### src/rtl/video_shifter_if.sv
// Bundle between the timing generator, video RAM / character ROM and the
// pixel serialiser. The shifter takes the slave view; whatever feeds it
// (timing generator plus memories, or a bench) takes the master view.
interface video_shifter_if #(
    parameter int CHAR_ADDR_W = 12
);
    logic                   ldps_n;
    logic                   vid7m;
    logic                   sega;
    logic                   segb;
    logic                   segc;
    logic                   gr2;
    logic                   hires_mode;
    logic                   col80;
    logic                   dhires_mode;
    logic                   altchar;
    logic                   hblank;
    logic                   vblank;
    logic                   wndw_n;
    logic [7:0]             ram_data_main;
    logic [7:0]             ram_data_aux;
    logic [CHAR_ADDR_W-1:0] char_rom_addr;
    logic [7:0]             char_rom_data;
    logic                   video;
    logic                   hblank_out;
    logic                   vblank_out;
    logic                   color_line;

    modport master (
        output ldps_n, vid7m, sega, segb, segc, gr2,
               hires_mode, col80, dhires_mode, altchar,
               hblank, vblank, wndw_n,
               ram_data_main, ram_data_aux, char_rom_data,
        input  char_rom_addr, video, hblank_out, vblank_out, color_line
    );

    modport slave (
        input  ldps_n, vid7m, sega, segb, segc, gr2,
               hires_mode, col80, dhires_mode, altchar,
               hblank, vblank, wndw_n,
               ram_data_main, ram_data_aux, char_rom_data,
        output char_rom_addr, video, hblank_out, vblank_out, color_line
    );
endinterface

### src/rtl/video_shifter.sv
// Apple //e style pixel serialiser. Takes the fetched video bytes and the
// load/shift strobes from the timing generator, shapes each byte into dots
// according to the display mode and shifts one dot per 14M cycle onto video.
module video_shifter #(
    parameter int FLASH_DIV   = 16,
    parameter int CHAR_ADDR_W = 12
) (
    input  logic           clk_14m,
    input  logic           reset,
    video_shifter_if.slave bus
);

    localparam int              FC_W    = (FLASH_DIV > 1) ? $clog2(FLASH_DIV) : 1;
    localparam logic [FC_W-1:0] FC_LAST = FC_W'(FLASH_DIV - 1);

    logic            ldps_q;
    logic            vblank_q;
    logic            load;
    logic            shift_en;
    logic            vblank_rise;

    logic [FC_W-1:0] flash_cnt;
    logic            flash_phase;

    logic            half_sel;
    logic [7:0]      code_sel;
    logic [7:0]      code_rom;

    logic            inverse;
    logic [6:0]      text_pat;
    logic [3:0]      nibble;
    logic [6:0]      lores_base;
    logic [6:0]      lores_pat;
    logic [6:0]      main_pat;
    logic            wide;
    logic            delay_next;
    logic [13:0]     load_word;

    logic [13:0]     shreg;
    logic            wndw_q;
    logic            delay_q;
    logic            load_q;
    logic            hblank_cap;
    logic            vblank_cap;
    logic            gr2_cap;
    logic            dot_now;
    logic            dot_prev;

    // Bit 7 of the ROM row is not a dot; it is deliberately ignored.
    logic            unused_rom_bit;
    assign unused_rom_bit = bus.char_rom_data[7];

    assign load        = ~bus.ldps_n & ldps_q;
    assign shift_en    = ~bus.vid7m;
    assign vblank_rise = bus.vblank & ~vblank_q;
    assign wide        = bus.col80 | bus.dhires_mode;
    assign dot_now     = shreg[0] & ~wndw_q;

    // Character code for the ROM lookup, with the primary-set remap of 0x40-0x7F.
    always_comb begin
        code_sel = bus.ram_data_main;
        code_rom = 8'h00;
        if (bus.col80 && half_sel) begin
            code_sel = bus.ram_data_aux;
        end
        if (!bus.altchar && (code_sel[7:6] == 2'b01)) begin
            code_rom = {2'b00, code_sel[5:0]};
        end else begin
            code_rom = code_sel;
        end
    end

    // Dot pattern for the single-byte (40-column) modes.
    always_comb begin
        inverse    = 1'b0;
        text_pat   = bus.char_rom_data[6:0];
        nibble     = bus.ram_data_main[3:0];
        lores_base = 7'h00;
        lores_pat  = 7'h00;
        main_pat   = 7'h00;

        if (bus.ram_data_main[7:6] == 2'b00) begin
            inverse = 1'b1;
        end else if ((bus.ram_data_main[7:6] == 2'b01) && !bus.altchar && flash_phase) begin
            inverse = 1'b1;
        end
        if (inverse) begin
            text_pat = ~bus.char_rom_data[6:0];
        end

        if (bus.segc) begin
            nibble = bus.ram_data_main[7:4];
        end
        lores_base = {nibble[0], nibble[1], nibble[2], nibble[3],
                      nibble[0], nibble[1], nibble[2]};
        // Odd columns (H0 set) see the colour phase advanced by two dots.
        if (bus.sega) begin
            lores_pat = {lores_base[1:0], lores_base[6:2]};
        end else begin
            lores_pat = lores_base;
        end

        if (!bus.gr2) begin
            main_pat = text_pat;
        end else if (bus.hires_mode) begin
            main_pat = bus.ram_data_main[6:0];
        end else begin
            main_pat = lores_pat;
        end
    end

    // Parallel word presented to the shifter and the hires half-dot delay decision.
    always_comb begin
        load_word  = {7'h00, main_pat};
        delay_next = 1'b0;
        if (wide) begin
            load_word = {bus.ram_data_main[6:0], bus.ram_data_aux[6:0]};
        end
        if (bus.gr2 && bus.hires_mode && !bus.dhires_mode) begin
            delay_next = bus.ram_data_main[7];
        end
    end

    // Edge history for the load strobe and vertical blanking.
    always_ff @(posedge clk_14m) begin
        if (reset) begin
            ldps_q   <= 1'b0;
            vblank_q <= 1'b0;
        end else begin
            ldps_q   <= bus.ldps_n;
            vblank_q <= bus.vblank;
        end
    end

    // Flash timebase: phase flips once every FLASH_DIV frames.
    always_ff @(posedge clk_14m) begin
        if (reset) begin
            flash_cnt   <= '0;
            flash_phase <= 1'b0;
        end else if (vblank_rise) begin
            if (flash_cnt == FC_LAST) begin
                flash_cnt   <= '0;
                flash_phase <= ~flash_phase;
            end else begin
                flash_cnt <= flash_cnt + 1'b1;
            end
        end
    end

    // Character ROM address, refreshed every cycle; in 80 columns the half-select alternates aux/main.
    always_ff @(posedge clk_14m) begin
        if (reset) begin
            half_sel          <= 1'b0;
            bus.char_rom_addr <= '0;
        end else begin
            half_sel          <= load ? 1'b0 : ~half_sel;
            bus.char_rom_addr <= CHAR_ADDR_W'({code_rom, bus.segc, bus.segb, bus.sega});
        end
    end

    // Shift register; a load takes priority over a shift in the same cycle.
    always_ff @(posedge clk_14m) begin
        if (reset) begin
            shreg      <= '0;
            wndw_q     <= 1'b0;
            delay_q    <= 1'b0;
            hblank_cap <= 1'b0;
            vblank_cap <= 1'b0;
            gr2_cap    <= 1'b0;
        end else if (load) begin
            shreg      <= load_word;
            wndw_q     <= bus.wndw_n;
            delay_q    <= delay_next;
            hblank_cap <= bus.hblank;
            vblank_cap <= bus.vblank;
            gr2_cap    <= bus.gr2;
        end else if (shift_en) begin
            shreg <= {1'b0, shreg[13:1]};
        end
    end

    // Output stage: dot register, optional half-dot delay, blanking launched with the first dot.
    always_ff @(posedge clk_14m) begin
        if (reset) begin
            load_q         <= 1'b0;
            dot_prev       <= 1'b0;
            bus.video      <= 1'b0;
            bus.hblank_out <= 1'b1;
            bus.vblank_out <= 1'b1;
            bus.color_line <= 1'b0;
        end else begin
            load_q    <= load;
            dot_prev  <= dot_now;
            bus.video <= delay_q ? dot_prev : dot_now;
            if (load_q) begin
                bus.hblank_out <= hblank_cap;
                bus.vblank_out <= vblank_cap;
                bus.color_line <= gr2_cap;
            end
        end
    end

endmodule

### src/flat_wrapper.sv
// flat-port wrapper written by rule: the top's interface ports become plain ports
module video_shifter_flat 
#(
    parameter int FLASH_DIV   = 16,
    parameter int CHAR_ADDR_W = 12
)
  (clk_14m, reset, bus_ldps_n, bus_vid7m, bus_sega, bus_segb, bus_segc, bus_gr2, bus_hires_mode, bus_col80, bus_dhires_mode, bus_altchar, bus_hblank, bus_vblank, bus_wndw_n, bus_ram_data_main, bus_ram_data_aux, bus_char_rom_data, bus_char_rom_addr, bus_video, bus_hblank_out, bus_vblank_out, bus_color_line);
  video_shifter_if #(.CHAR_ADDR_W(CHAR_ADDR_W)) bus_i ();
  input  logic clk_14m;
  input  logic reset;
  input wire logic [$bits(bus_i.ldps_n)-1:0] bus_ldps_n;
  input wire logic [$bits(bus_i.vid7m)-1:0] bus_vid7m;
  input wire logic [$bits(bus_i.sega)-1:0] bus_sega;
  input wire logic [$bits(bus_i.segb)-1:0] bus_segb;
  input wire logic [$bits(bus_i.segc)-1:0] bus_segc;
  input wire logic [$bits(bus_i.gr2)-1:0] bus_gr2;
  input wire logic [$bits(bus_i.hires_mode)-1:0] bus_hires_mode;
  input wire logic [$bits(bus_i.col80)-1:0] bus_col80;
  input wire logic [$bits(bus_i.dhires_mode)-1:0] bus_dhires_mode;
  input wire logic [$bits(bus_i.altchar)-1:0] bus_altchar;
  input wire logic [$bits(bus_i.hblank)-1:0] bus_hblank;
  input wire logic [$bits(bus_i.vblank)-1:0] bus_vblank;
  input wire logic [$bits(bus_i.wndw_n)-1:0] bus_wndw_n;
  input wire logic [$bits(bus_i.ram_data_main)-1:0] bus_ram_data_main;
  input wire logic [$bits(bus_i.ram_data_aux)-1:0] bus_ram_data_aux;
  input wire logic [$bits(bus_i.char_rom_data)-1:0] bus_char_rom_data;
  output wire logic [$bits(bus_i.char_rom_addr)-1:0] bus_char_rom_addr;
  output wire logic [$bits(bus_i.video)-1:0] bus_video;
  output wire logic [$bits(bus_i.hblank_out)-1:0] bus_hblank_out;
  output wire logic [$bits(bus_i.vblank_out)-1:0] bus_vblank_out;
  output wire logic [$bits(bus_i.color_line)-1:0] bus_color_line;
  assign bus_i.ldps_n = bus_ldps_n;
  assign bus_i.vid7m = bus_vid7m;
  assign bus_i.sega = bus_sega;
  assign bus_i.segb = bus_segb;
  assign bus_i.segc = bus_segc;
  assign bus_i.gr2 = bus_gr2;
  assign bus_i.hires_mode = bus_hires_mode;
  assign bus_i.col80 = bus_col80;
  assign bus_i.dhires_mode = bus_dhires_mode;
  assign bus_i.altchar = bus_altchar;
  assign bus_i.hblank = bus_hblank;
  assign bus_i.vblank = bus_vblank;
  assign bus_i.wndw_n = bus_wndw_n;
  assign bus_i.ram_data_main = bus_ram_data_main;
  assign bus_i.ram_data_aux = bus_ram_data_aux;
  assign bus_i.char_rom_data = bus_char_rom_data;
  assign bus_char_rom_addr = bus_i.char_rom_addr;
  assign bus_video = bus_i.video;
  assign bus_hblank_out = bus_i.hblank_out;
  assign bus_vblank_out = bus_i.vblank_out;
  assign bus_color_line = bus_i.color_line;
  video_shifter #(.FLASH_DIV(FLASH_DIV), .CHAR_ADDR_W(CHAR_ADDR_W)) u_core (.clk_14m(clk_14m), .reset(reset), .bus(bus_i));
endmodule
### config.mk
export PLATFORM = sky130hd
export DESIGN_NAME = video_shifter_flat
export DESIGN_NICKNAME = d
export VERILOG_FILES = /design/src/rtl/video_shifter_if.sv /design/src/rtl/video_shifter.sv /design/src/flat_wrapper.sv
export SDC_FILE = /design/constraint.sdc
export NUM_CORES = 1
export LEC_CHECK = 0
export ABC_AREA = 1
export CORE_ASPECT_RATIO = 0.6
export CORE_MARGIN = 2
export CORE_UTILIZATION = 29
export CTS_BUF_LIST = sky130_fd_sc_hd__clkbuf_8
export DETAILED_ROUTE_END_ITERATION = 8
export GPL_ROUTABILITY_DRIVEN = 1
export PLACE_DENSITY = 0.5
export SETUP_SLACK_MARGIN = 0.1
export SYNTH_ARGS = -nofsm -noshare
export SYNTH_HDL_FRONTEND = slang
export SYNTH_SLANG_ARGS = --single-unit
### constraint.sdc
create_clock -name clk_14m -period 2.8 [get_ports clk_14m]
set_clock_uncertainty 0.2 [all_clocks]
set_input_delay 0.56 -clock clk_14m [delete_from_list [all_inputs] [get_ports clk_14m]]
set_output_delay 0.56 -clock clk_14m [all_outputs]
set_load 0.01 [all_outputs]
==> out/metrics.yaml, run 1 <==
postCtsSetupRepairBufs: 0
hold_viol: 0
fin_tns_setup_ns: 0
synthDistinctLibCells: 28
ir_worst_vdd_uv: 280
cp_max_fo: 10
grt_max_degree: 20
num_vias: 2070
cp_data_required_time_ns: 2.79
gp_congestion: 0.852
antenna_cells: 0
grt_usage_pct: 15.2
ys_seq_area_share_pct: 41.7
synth_cells: 303
fin_nets: 394
io_buffers: 52
die_y_um: 70.1
hpwl_mm: 4.59
power.leakage_nw: 1.18
antenna_found_initial: 0
drcViolationCount: 0
end_kind: "flip-flop"
maxCapViolCount: 0
start_util_pct: 29.5
finalMaxSlewViolations: 0
synth_area_um2: 2110
grt_pass1_wl_mm: 9.37
rr_worst_depth: 4
cts_root_buf: "clkbuf_8"
die_x_um: 114
grt_pass1_vias: 1773
cp-start-kind: "input pin"
cts_made_buffers: 5
cts.path.max_buffers: 2
htreeDepth: 2
synthArstFlopShare_pct: 0
ios: 55
hold_path.class: "reg -> reg"
core.rowCount: 24
cts.sinks: 44
cts_repair_resize_count: 0
synth-edff-count: 0
ys_top_cells_by_area: "dfxtp_1 42%, nand2_1 10%, nor2_1 7.1%, nand3_1 6.6%, o21ai_0 6.6%"
fmax_mhz: 503
clk_pin_slew_worst_paths_ns: 0.09
layout-drive-gt1-share_pct: 10.7
status: "completed"
die_area_um2: 8010
synth_top_area_share_pct: 41.7
power_density_nw_per_um2: 512
ant_nets: 0
cts_tree: "built"
rsz0062_at_grt: "no"
syn-num-nets: 343
period_minus_slack_ns: 1.99
setup_viol: 0
hold_buffers: 0
gr-total-overflow: 0
ys_seq_elements: 44
via_per_inst: 4.64
syn2layout_area_growth_pct: 34.1
final_util_pct: 39.5
synth_flop_cell: "dfxtp_1"
yosys_warnings: 0
period_share_pct: 71.0
synth_top_area_cell: "dfxtp_1"
clock_latency_ns: 0.29
holdPathStages: 1
crit_type: "in -> reg"
drtPass1Iterations: 4
drt_iter0_drc: 95
routed_wl_mm: 6.11
fp.coreArea_um2: 7180
avgRoutedWirePerCell_um: 13.7
avgSynthCellArea_um2: 6.98
cp.arrival_ns: 1.98
## kinds of logic after synthesis
group,synth area share [%]
flip-flops,41.7
other,0.177
adder cells (fa/ha/maj),0.592
AO/OA/AOI/OAI,19.7
buffers and inverters,9.35
AND/OR/NAND/NOR,27.7
XOR/XNOR,0.829
## Yosys cell counts, types with 2 or more instances
cell type,number
nand2_1,59
dfxtp_1,44
nor2_1,40
nand3_1,28
o21ai_0,28
a21oi_1,20
inv_1,20
inv_2,10
o21ai_1,10
buf_2,9
a21oi_2,6
a22oi_1,6
nand2_2,4
buf_4,2
nor2_2,2
o211ai_1,2
xor2_1,2
## final timing paths
check,from,end,slack (ns)
worst max-delay path,bus_ram_data_main[6],u_core.shreg[6],0.81
worst min-delay path,u_core.half_sel,u_core.half_sel,0.22
worst min register to register,u_core.half_sel,u_core.half_sel,0.22
worst max register to register,u_core.ldps_q,u_core.shreg[5],1.34
## area by class of cell
type	count	area (µm²)
Timing Repair Buffer	56	551
Sequential cell	44	881
Tap cell	91	114
Clock buffer	6	82.6
Multi-Input combinational cell	215	1040
Clock inverter	2	38.8
Inverter	32	134
Fill cell	773	4340
## metrics by stage
stage	hold slack, ns	area [µm²]	instances	power (mW)	worst slack (ns)
2_1_floorplan	0.192	2110	303	0.828	1.30
3_3_place_gp	0.204	2720	438	0.951	0.496
3_5_place_dp	0.209	2720	438	0.953	0.500
4_1_cts	0.223	2840	446	1.47	0.809
5_1_grt	0.225	2840	446	1.53	0.719
6_report	0.222	2840	446	1.45	0.811
## layer usage
| layer | track usage, % | part of all wire (%) | wire, µm |
|---|---|---|---|
| met1 | 24.8 | 53 | 3250 |
| met2 | 19.5 | 36 | 2230 |
| met4 | 2.44 | 0.28 | 17 |
| met3 | 3.99 | 10 | 619 |
| met5 | 0 | 0 | 0 |
## flip-flops by register name (all words and copies together) (netlist names)
signal	flops
u_core.shreg	14
u_core.bus.char_rom_addr	11
u_core.flash_cnt	4
u_core.bus.color_line	1
u_core.bus.hblank_out	1
u_core.bus.vblank_out	1
u_core.bus.video	1
u_core.delay_q	1
u_core.dot_prev	1
u_core.flash_phase	1
u_core.gr2_cap	1
u_core.half_sel	1
u_core.hblank_cap	1
u_core.ldps_q	1
u_core.load_q	1
u_core.vblank_cap	1
u_core.vblank_q	1
u_core.wndw_q	1
## cell usage in the layout, fill, tap and decap left out, types with 6 or more instances in the layout
master,count
clkbuf_8,6
nand3_1,28
inv_2,10
a21oi_2,6
a21oi_1,20
clkdlybuf4s50_1,52
a22oi_1,6
dfxtp_1,44
o21ai_0,28
nand2_1,59
o21ai_1,10
inv_1,20
nor2_1,40
## power breakdown
part	internal, mW	total [mW]	switching (mW)
combinational	0.124	0.264	0.140
sequential	0.661	0.676	0.0148
clock	0.292	0.511	0.219
## worst max-delay path: stages
cell	delay, ns
clkdlybuf4s50_1	0.62
nand2_2	0.21
nand2_2	0.15
nand2_1	0.06
nand3_1	0.08
nand3_1	0.09
nand2_1	0.14
a21oi_2	0.06
(Power assumes the default switching activity.)
==> run 2: changes to the inputs <==
==> constraint.sdc (replaced) <==
create_clock -name clk_14m -period 2 [get_ports clk_14m]
set_clock_uncertainty 0.2 [all_clocks]
set_input_delay 0.4 -clock clk_14m [delete_from_list [all_inputs] [get_ports clk_14m]]
set_output_delay 0.4 -clock clk_14m [all_outputs]
set_load 0.01 [all_outputs]
==> out/metrics.yaml, run 2 (synthesized netlist as in run 1, its figures left out) <==
top_regs: "u_core.shreg: 14 flops, u_core.bus.char_rom_addr: 11 flops, u_core.flash_cnt: 4 flops"
r2r_slack_ns: 0.56
htreeDepth: 2
die_x_um: 114
setup_viol: 0
rr_endpoint: "u_core.shreg[6]"
drtPass1Iterations: 4
crit_buf_inv: 1
io_buffers: 52
grt_pass1_wl_mm: 10.0
crit_type: "reg -> out"
cts.path.max_buffers: 2
cp.arrival_ns: 1.20
finalMaxSlewViolations: 0
multiInputGateArea_um2: 1040
fp.coreArea_um2: 7180
cp_max_fo: 2
clk_pin_slew_worst_paths_ns: 0.09
layout-drive-gt1-share_pct: 14.6
crit_chain: "clkdlybuf4s50_1"
grt_usage_pct: 16.0
holdPathStages: 1
rr_worst_depth: 8
maxCapViolCount: 0
hold_buffers: 0
hold_viol: 0
antenna_cells: 0
routed_wl_mm: 6.15
die_y_um: 70.1
cp_data_required_time_ns: 1.40
hold_path.class: "reg -> reg"
avgRoutedWirePerCell_um: 13.3
cp-start-kind: "flip-flop"
end_kind: "primary output"
status: "completed"
ir_worst_vdd_uv: 416
grt_max_degree: 20
clock_latency_ns: 0.30
fin_tns_setup_ns: 0
timing.rr.start: "u_core.flash_phase"
cts_root_buf: "clkbuf_8"
cts.sinks: 44
regMostFlops: "u_core.shreg"
via_per_inst: 4.61
layout_common_cells: "59 x nand2_1, 52 x clkdlybuf4s50_1, 44 x dfxtp_1"
holdPathEnd: "u_core.half_sel"
power_density_nw_per_um2: 697
final_util_pct: 41.1
num_vias: 2128
hpwl_mm: 4.70
die_area_um2: 8010
critPathLaunch: "u_core.bus.hblank_out"
seqCellArea_um2: 881
cts_tree: "built"
fin_nets: 410
layout_commonest_cell: "nand2_1"
fillerInstances: 748
antenna_found_initial: 0
period_minus_slack_ns: 1.80
start_util_pct: 29.5
gp_congestion: 0.872
syn2layout_area_growth_pct: 39.5
drt_iter0_drc: 110
crit_family: "buffers and inverters"
ios: 55
fmax_mhz: 556
cts_repair_resize_count: 0
cts_made_buffers: 5
cp_slowest_cell: "clkdlybuf4s50_1"
drcViolationCount: 0
grt_pass1_vias: 1945
power.leakage_nw: 1.25
gr-total-overflow: 0
period_share_pct: 90.0
hp-start: "u_core.half_sel"
ant_nets: 0
largest_reg_flops: 14
cp_slowest_stage_delay_ns: 0.54
rsz0062_at_grt: "no"
core.rowCount: 24
postCtsSetupRepairBufs: 0
-- run 2: cell type report --
type | instances | area share, %
multi-input combinational | 215 | 35.1
sequential | 44 | 29.9
timing repair buffer | 72 | 22.7
inverter | 32 | 4.54
tap | 91 | 3.86
clock buffer | 5 | 2.33
clock inverter | 3 | 1.57
-- run 2: how the worst max path moves through the flow --
stage | depth (start not counted) | end | slack [ns]
final | 1 | bus_hblank_out | 0.20
after global routing | 10 | u_core.shreg[0] | 0.13
after CTS | 1 | bus_color_line | 0.19
after detailed placement | 10 | u_core.shreg[0] | -0.03
after global placement | 10 | u_core.shreg[0] | -0.04
after floorplan | 5 | u_core.shreg[1] | 0.66
-- run 2: worst register-to-register path, cell delays in order, from the launching register on --
cell     delay [ns]
dfxtp_1        0.34
nand2_1        0.08
nand2_2        0.18
nand2_2        0.13
nand2_1        0.08
nand3_1        0.07
nand3_1        0.10
nand2_1        0.10
a21oi_2        0.12
-- run 2: layer usage --
layer	global-route usage (%)	wire, µm	part of all wire, %
met4	2.85	17	0.28
met1	26.4	3470	56
met5	0	0	0
met3	3.99	507	8.2
met2	20.4	2160	35
-- run 2: per-stage QoR --
stage	area (µm²)	std cells	power, mW	worst slack [ns]	hold slack (ns)
floorplan	2110	303	1.16	0.655	0.192
global placement	2840	454	1.36	-0.0358	0.203
detailed placement	2840	454	1.36	-0.0288	0.211
CTS	2950	462	2.07	0.191	0.225
global route	2950	462	2.17	0.134	0.238
finish	2950	462	2.06	0.200	0.227
-- run 2: power by group --
group	switching, mW	total, mW	internal [mW]
registers	0.0222	0.948	0.926
clock network	0.341	0.718	0.377
logic	0.199	0.392	0.193
